File: src/rtl/countdown_pkg.sv
// Shared types and helpers for the loadable down-counter.
package countdown_pkg;

  typedef enum logic [1:0] {
    IDLE   = 2'd0,
    RUN    = 2'd1,
    RELOAD = 2'd2
  } cd_state_t;

  // Widest counter the terminal test supports; narrower counts are zero-extended.
  localparam int unsigned CD_MAX_W = 64;

  function automatic logic is_terminal(input logic [CD_MAX_W-1:0] cnt,
                                       input logic [CD_MAX_W-1:0] step);
    return cnt <= step;
  endfunction

endpackage

File: src/rtl/countdown_timer_if.sv
// Load handshake, control and status bundle of the countdown timer.
interface countdown_timer_if #(
  parameter int unsigned W = 48
);
  logic         load_valid;
  logic         load_ready;
  logic [W-1:0] load_value;
  logic         auto_reload;
  logic         en;
  logic         abort;
  logic [W-1:0] cnt;
  logic         busy;
  logic         done;

  modport master (
    output load_valid, load_value, auto_reload, en, abort,
    input  load_ready, cnt, busy, done
  );

  modport slave (
    input  load_valid, load_value, auto_reload, en, abort,
    output load_ready, cnt, busy, done
  );
endinterface

File: src/rtl/countdown_timer.sv
// Loadable down-counter by STEP with one-cycle done pulse; done ceil(V/STEP) enabled cycles after load.
// load_ready only in IDLE (loads elsewhere are dropped); en=0 stalls RUN, RELOAD ignores en.
module countdown_timer
  import countdown_pkg::*;
#(
  parameter int unsigned      W    = 48,
  parameter longint unsigned  STEP = 2
) (
  input  logic               clk,
  input  logic               rst,
  countdown_timer_if.slave   bus
);

  localparam logic [W-1:0] STEP_W = W'(STEP);

  cd_state_t    state_q, state_d;
  logic         done_q, done_d;
  logic [W-1:0] cnt_q, cnt_d;
  logic [W-1:0] reload_q, reload_d;
  logic         terminal;

  assign terminal = is_terminal(CD_MAX_W'(cnt_q), CD_MAX_W'(STEP_W));

  always_comb begin
    state_d  = state_q;
    cnt_d    = cnt_q;
    reload_d = reload_q;
    done_d   = 1'b0;
    case (state_q)
      IDLE: begin
        if (bus.load_valid) begin
          cnt_d    = bus.load_value;
          reload_d = bus.load_value;
          // A zero load is already at terminal count: pulse done and stay idle.
          if (bus.load_value != '0) state_d = RUN;
          else                      done_d  = 1'b1;
        end
      end
      RUN: begin
        if (bus.abort) begin
          state_d = IDLE;
          cnt_d   = '0;
        end else if (bus.en) begin
          if (terminal) begin
            cnt_d   = '0;
            done_d  = 1'b1;
            state_d = (bus.auto_reload && reload_q != '0) ? RELOAD : IDLE;
          end else begin
            cnt_d = cnt_q - STEP_W;
          end
        end
      end
      RELOAD: begin
        if (bus.abort) begin
          state_d = IDLE;
          cnt_d   = '0;
        end else begin
          state_d = RUN;
          cnt_d   = reload_q;
        end
      end
      default: begin
        state_d = IDLE;
        cnt_d   = '0;
      end
    endcase
  end

  always_ff @(posedge clk) begin
    if (rst) begin
      cnt_q    <= '0;
      reload_q <= '0;
    end else begin
      cnt_q    <= cnt_d;
      reload_q <= reload_d;
    end
  end

  always_ff @(posedge clk) begin
    if (rst) begin
      state_q <= IDLE;
      done_q  <= 1'b0;
    end else begin
      state_q <= state_d;
      done_q  <= done_d;
    end
  end

  assign bus.cnt        = cnt_q;
  assign bus.done       = done_q;
  assign bus.busy       = (state_q != IDLE);
  assign bus.load_ready = (state_q == IDLE);

endmodule
File: src/flat_wrapper.sv
// flat-port wrapper written by rule: the top's interface ports become plain ports
module countdown_timer_flat import countdown_pkg::*;
#(
  parameter int unsigned      W    = 48,
  parameter longint unsigned  STEP = 2
)
  (clk, rst, bus_load_valid, bus_load_value, bus_auto_reload, bus_en, bus_abort, bus_load_ready, bus_cnt, bus_busy, bus_done);
  countdown_timer_if #(.W(W)) bus_i ();
  input  logic clk;
  input  logic rst;
  input wire logic [$bits(bus_i.load_valid)-1:0] bus_load_valid;
  input wire logic [$bits(bus_i.load_value)-1:0] bus_load_value;
  input wire logic [$bits(bus_i.auto_reload)-1:0] bus_auto_reload;
  input wire logic [$bits(bus_i.en)-1:0] bus_en;
  input wire logic [$bits(bus_i.abort)-1:0] bus_abort;
  output wire logic [$bits(bus_i.load_ready)-1:0] bus_load_ready;
  output wire logic [$bits(bus_i.cnt)-1:0] bus_cnt;
  output wire logic [$bits(bus_i.busy)-1:0] bus_busy;
  output wire logic [$bits(bus_i.done)-1:0] bus_done;
  assign bus_i.load_valid = bus_load_valid;
  assign bus_i.load_value = bus_load_value;
  assign bus_i.auto_reload = bus_auto_reload;
  assign bus_i.en = bus_en;
  assign bus_i.abort = bus_abort;
  assign bus_load_ready = bus_i.load_ready;
  assign bus_cnt = bus_i.cnt;
  assign bus_busy = bus_i.busy;
  assign bus_done = bus_i.done;
  countdown_timer #(.W(W), .STEP(STEP)) u_core (.clk(clk), .rst(rst), .bus(bus_i));
endmodule
File: config.mk
export PLATFORM = sky130hd
export DESIGN_NAME = countdown_timer_flat
export DESIGN_NICKNAME = d
export VERILOG_FILES = /design/src/rtl/countdown_pkg.sv /design/src/rtl/countdown_timer_if.sv /design/src/rtl/countdown_timer.sv /design/src/flat_wrapper.sv
export SDC_FILE = /design/constraint.sdc
export NUM_CORES = 1
export LEC_CHECK = 0
export BUFFER_PORTS_ARGS = -buffer_cell sky130_fd_sc_hd__buf_2
export CORE_UTILIZATION = 55
export CTS_CLUSTER_SIZE = 20
export DETAILED_ROUTE_END_ITERATION = 10
export HOLD_SLACK_MARGIN = 0.05
export PLACE_DENSITY = 0.81
export SYNTH_ARGS = -nofsm -noshare
export SYNTH_HDL_FRONTEND = slang
export SYNTH_SLANG_ARGS = --single-unit
File: constraint.sdc
create_clock -name clk -period 2.8 [get_ports clk]
set_input_delay 0.56 -clock clk [delete_from_list [all_inputs] [get_ports clk]]
set_output_delay 0.56 -clock clk [all_outputs]
set_load 0.01 [all_outputs]
==> results of run 1 <==
==> worst max-delay path by stage <==
stage	start	to	slack [ns]	cells past startpoint
2_1_floorplan	u_core.bus.cnt[31]	u_core.bus.cnt[28]	0.14	8
4_1_cts	u_core.bus.cnt[31]	u_core.bus.cnt[40]	0.03	7
6_report	u_core.bus.cnt[31]	u_core.bus.cnt[35]	0.08	7
3_5_place_dp	u_core.bus.cnt[31]	u_core.bus.cnt[40]	0.0004	7
3_3_place_gp	u_core.bus.cnt[24]	u_core.bus.cnt[34]	-0.06	7
5_1_grt	u_core.bus.cnt[31]	u_core.bus.cnt[40]	-0.0009	7
==> cells by family (layout without fill, tap and decap cells) <==
group | after synthesis | in the layout | synth area share
AOI/OAI and AO/OA | 222 | 222 | 0.275
buffers and inverters | 56 | 172 | 0.0444
adders and majority gates | 1 | 1 | 0.00240
and+or+nand+nor | 312 | 312 | 0.285
xor gates and xnor gates | 7 | 7 | 0.0118
muxes | 1 | 1 | 0.00216
DFF | 99 | 99 | 0.380
==> metal layers <==
| layer | vias to the layer above | share of wire | global-route usage |
|---|---|---|---|
| met1 | 2788 | 0.42 | 0.518 |
| met4 | 0 | 0.030 | 0.117 |
| met5 | - | 0 | 0 |
| li1 | 2811 | - | - |
| met2 | 364 | 0.44 | 0.544 |
| met3 | 44 | 0.11 | 0.0696 |
==> tightest hold or removal path, delay by kind of cell <==
family | cells | cell delay, ns
and+or+nand+nor | 1 | 0.05
buffers and inverters | 1 | 0.11
AOI/OAI and AO/OA | 1 | 0.05
==> cell usage after synthesis, drive strengths merged, types with 9 or more instances <==
| library cell | instances | area (um^2) |
|---|---|---|
| nand2 | 125 | 469 |
| dfxtp | 99 | 1980 |
| a21oi | 85 | 425 |
| nor2 | 64 | 240 |
| nor4 | 40 | 250 |
| a22oi | 36 | 270 |
| clkbuf | 36 | 135 |
| o21ai | 30 | 161 |
| nor3 | 21 | 105 |
| nand3 | 14 | 70.1 |
| buf | 12 | 66.3 |
| a211o | 11 | 96.3 |
| or3 | 11 | 68.8 |
| a31oi | 9 | 56.3 |
==> registers in the layout, summed over array words and instances (netlist names) <==
signal	cells
u_core.bus.cnt	48
u_core.reload_q	48
u_core.state_q	2
u_core.bus.done	1
==> cell type report <==
| type | count | area share |
|---|---|---|
| sequential | 99 | 0.317 |
| clock buffer | 11 | 0.0210 |
| timing repair buffer | 148 | 0.140 |
| clock inverter | 5 | 0.00980 |
| inverter | 8 | 0.00480 |
| multi-input combinational | 543 | 0.486 |
| tap | 111 | 0.0222 |
==> power by group <==
group          switching (mW)  total, mW  internal [mW]
Clock                   0.533      0.951          0.418
Sequential              0.149       1.71           1.56
Combinational           0.851       1.41          0.558
==> timing repair <==
action,in CTS,in global routing
endpoints found under the hold margin,0,0
setup endpoints to repair,2,6
gates cloned,0,0
gates resized for setup,2,7
==> stage by stage <==
| step | cell area [um^2] | cells | setup TNS [ns] |
|---|---|---|---|
| after floorplan | 5220 | 698 | 0 |
| after global placement | 6030 | 909 | -0.0606 |
| after detailed placement | 6030 | 909 | 0 |
| after CTS | 6230 | 925 | 0 |
| after global routing | 6260 | 925 | -0.000922 |
| final | 6260 | 925 | 0 |
==> impl_metrics.ini, run 1 <==
[run_status]
outcome = complete, no violations

[routing]
vias = 6007
drc = 0
routed_wl_um = 17800
drtAntennaViolNets = 0
via_per_inst = 6.49
drt-initial-drc-count = 684
wire_per_inst_um = 19.3
firstDrtPassIters = 6

[synth]
ys_seq_elements = 99
async_flop_share = 0
synth_ff_type = dfxtp_1
yosysSeqAreaShare = 0.380
synth_fp_nets = 753
avgSynthCellArea_um2 = 7.47
syn_area_um2 = 5220
syn_inst = 698
ys_types = 57
yosysWarnings = 0
synth-edff-count = 0

[pwr]
p_per_area_nw_per_um2 = 650
p_leak_nw = 2.57
vdd_drop_max_mv = 0.302
power_mw = 4.07

[finish]
utilization = 0.681
n_fill_cell = 832
mostFrequentLayoutCell = nand2_1
drive_above_1_share = 0.220
regArea_um2 = 1980
antenna_cells = 0
multi_input_area_um2 = 3040
nNetsFinal = 864
syn2layout_area_growth_pct = 20.0
layout_common_cells = nand2_1, buf_2, dfxtp_1, a21oi_1, nor2_1

[placed_design]
pre_cts_slack_ns = 0.000409
portBuffers = 104
hpwl_um = 13200
gp_congestion = 0.966

[global_routing]
grt.total_usage = 0.361
grt_pass1_vias = 5162
antenna_found_initial = 0
grt.overflow.total = 0
grt_pass1_wl_um = 27500
grt_start_max_net_pins = 57

[clock_network]
clk_pin_slew_ns = 0.10
post_cts_buffers = 0
cts-root-buf = clkbuf_8
clk_latency_ns = 0.38
cts_tree = yes
htreeDepth = 3
hold_buffers = 0
clock-sinks = 99
cts_buffers = 9
cts_buffer_depth = 2

[timing]
tightest_slew_ns = 0.758
period_minus_slack_ns = 2.72
hold_viol = 0
fin_ws_ns = 0.0779
period_share = 0.972
skew_ns = 0.0178
fin_hold_ws_ns = 0.436
max_freq_mhz = 367
drv_slew = 0
setup_viol = 0
timing.slew.headroom = 0.494

[floorplan]
initial_core_util = 0.567
io_pins = 105
die_w_um = 99.4
core_area_um2 = 9200
die_area_um2 = 9880
rows = 35
die_h_um = 99.4

[critical_path]
worstPathRequired_ns = 3.06
cp.arrival_ns = 2.98
reg2regPathDepth = 7
slowest_stage = or4_1
rr_endpoint = u_core.bus.cnt[35]
max_stage_delay_ns = 0.64
crit_fanout = 34
reg2reg_from = u_core.bus.cnt[31]
ff2ff_setup_slack_ns = 0.08
startpoint_type = flop
end_kind = flop
crit_path_cell_trace = or4_1, or2_4, or4_4, o21ai_4, buf_12, o21ai_1, a211o_1
path_class = reg -> reg
cp.buffers_inverters = 1
path_delay_family = simple AND/OR/NAND/NOR gates

[flow_run]
maxCapViolations = 0

[min_path]
min_path_cells = 3
worst_hold_startpoint = bus_load_value[43]
hold_class = in -> reg
hold_end = u_core.reload_q[43]
No activity file was read; power rests on OpenSTA's default activity.
==> inputs of run 2 (changes only) <==
--- a/config.mk
+++ b/config.mk
@@ -11,6 +11,7 @@
 export DETAILED_ROUTE_END_ITERATION = 10
 export HOLD_SLACK_MARGIN = 0.05
 export PLACE_DENSITY = 0.81
+export RECOVER_POWER = 50
 export SYNTH_ARGS = -nofsm -noshare
 export SYNTH_HDL_FRONTEND = slang
 export SYNTH_SLANG_ARGS = --single-unit
==> run 2 against run 1 <==
  * Sequential cell count is the same
  * Worst hold slack gained 0.012 ns
  * Clock skew shrank 0.0022 ns
  * Critical path depth is the same
  * Maximum frequency is essentially flat
  * Combinational power shrank 3%
  * Sequential share of layout area grew 0.45 points
  * Design area shrank 1.4%
  * First-iteration DRC count shrank 0.88%
  * Setup slack gained 0.00053 ns
  * Clock power shrank 0.7%
  * Largest power group unchanged
==> impl_metrics.ini, run 2 (same netlist as run 1, synthesis figures left out) <==
[critical_path]
slowest_stage = or4_1
crit_fanout = 34
crit_path_cell_trace = or4_1, or2_4, or4_4, o21ai_4, buf_12, o21ai_0, a211o_1
end_kind = flop
worstPathRequired_ns = 3.06
path_class = reg -> reg
cp.arrival_ns = 2.98
startpoint_type = flop
max_stage_delay_ns = 0.64

[floorplan]
io_pins = 105
die_h_um = 99.4
die_area_um2 = 9880
rows = 35
die_w_um = 99.4
core_area_um2 = 9200
initial_core_util = 0.567

[routing]
vias = 6036
firstDrtPassIters = 6
routed_wl_um = 17900
drc = 0
wire_per_inst_um = 19.4
via_per_inst = 6.53
drt-initial-drc-count = 678
drtAntennaViolNets = 0

[timing]
max_freq_mhz = 367
rsz0062_at_grt = false
period_minus_slack_ns = 2.72
period_share = 0.972
tightest_slew_ns = 1.08
setup_viol = 0
drv_slew = 0
timing.slew.headroom = 0.279
skew_ns = 0.0156
hold_viol = 0

[finish]
n_fill_cell = 863
nNetsFinal = 864
reg_top3 = u_core.bus.cnt (48), u_core.reload_q (48), u_core.state_q (2)
layout_common_cells = nand2_1, dfxtp_1, a21oi_1, nor2_1, buf_2
syn2layout_area_growth_pct = 18.3
regArea_um2 = 1980
utilization = 0.671
multi_input_area_um2 = 3040
fin_area_um2 = 6170
layout.cells.non_filler = 925
mostFrequentLayoutCell = nand2_1
antenna_cells = 0
drive_above_1_share = 0.158

[clock_network]
post_cts_buffers = 0
cts_buffer_depth = 2
clk_pin_slew_ns = 0.10
cts-root-buf = clkbuf_8
cts_buffers = 9
hold_buffers = 0
cts_tree = yes
htreeDepth = 3
clk_latency_ns = 0.37
clock-sinks = 99

[pwr]
p_leak_nw = 2.37
p_per_area_nw_per_um2 = 652
vdd_drop_max_mv = 0.301

[global_routing]
grt.overflow.total = 0
grt.total_usage = 0.361
grt_pass1_vias = 5162
antenna_found_initial = 0
grt_start_max_net_pins = 57
grt_pass1_wl_um = 27500

[placed_design]
placed_cells = 909
hpwl_um = 13200
gp_congestion = 0.966
portBuffers = 104
place_area_um2 = 6030

[run_status]
outcome = complete, no violations

[min_path]
hold_class = in -> reg

[flow_run]
maxCapViolations = 0
[run 2: cell types whose count changed in the layout (fill, tap and decap cells not counted)]
cell | before | now
clkbuf_1 | 2 | 52
and2_0 | 0 | 1
buf_4 | 42 | 32
and2_1 | 1 | 0
buf_2 | 104 | 64
[run 2: layout make-up]
| type | count | area share |
|---|---|---|
| sequential | 99 | 0.321 |
| multi-input combinational | 543 | 0.492 |
| tap | 111 | 0.0225 |
| inverter | 8 | 0.00487 |
| timing repair buffer | 148 | 0.128 |
| clock inverter | 5 | 0.00994 |
| clock buffer | 11 | 0.0213 |
[run 2: metal layers]
layer  up-vias  GRT usage  part of all wire
met4         0      0.117             0.025
met5         -          0                 0
met3        37     0.0696              0.11
met1      2793      0.518              0.42
met2       393      0.544              0.45
li1       2813          -                 -
[run 2: repair_timing]
| item | in CTS | in global routing |
|---|---|---|
| gates resized for setup | 2 | 7 |
| gates cloned | 0 | 0 |
| hold endpoints to repair | 0 | 0 |
| endpoints found under the setup margin | 2 | 6 |
[run 2: critical path: cells and delay by family (launching register included)]
kind            cells  cell delay [ns]
flops               1             0.32
buf+inv             1             0.20
compound gates      3             0.61
simple gates        3             1.48
[run 2: report_power, final]
group	switching (mW)	internal, mW
Sequential	0.151	1.56
Combinational	0.851	0.514
Clock	0.526	0.418
[run 2: worst paths after layout]
kind                       startpoint                   to  slack [ns]  depth (start not counted)
setup / recovery   u_core.bus.cnt[31]   u_core.bus.cnt[28]        0.08                          7
hold / removal     bus_load_value[43]  u_core.reload_q[43]        0.45                          3
setup reg to reg   u_core.bus.cnt[31]   u_core.bus.cnt[28]        0.08                          7
hold reg to reg   u_core.reload_q[13]  u_core.reload_q[13]        0.48                          2
[run 2: through the flow]
stage	TNS (ns)	setup slack, ns	hold WS [ns]	power [mW]
floorplan	0	0.142	0.448	2.54
global placement	-0.0606	-0.0606	0.457	3.06
detailed placement	0	0.000409	0.463	3.09
CTS	0	0.0289	0.435	4.00
global route	0	0.00103	0.442	4.22
finish	0	0.0784	0.448	4.02
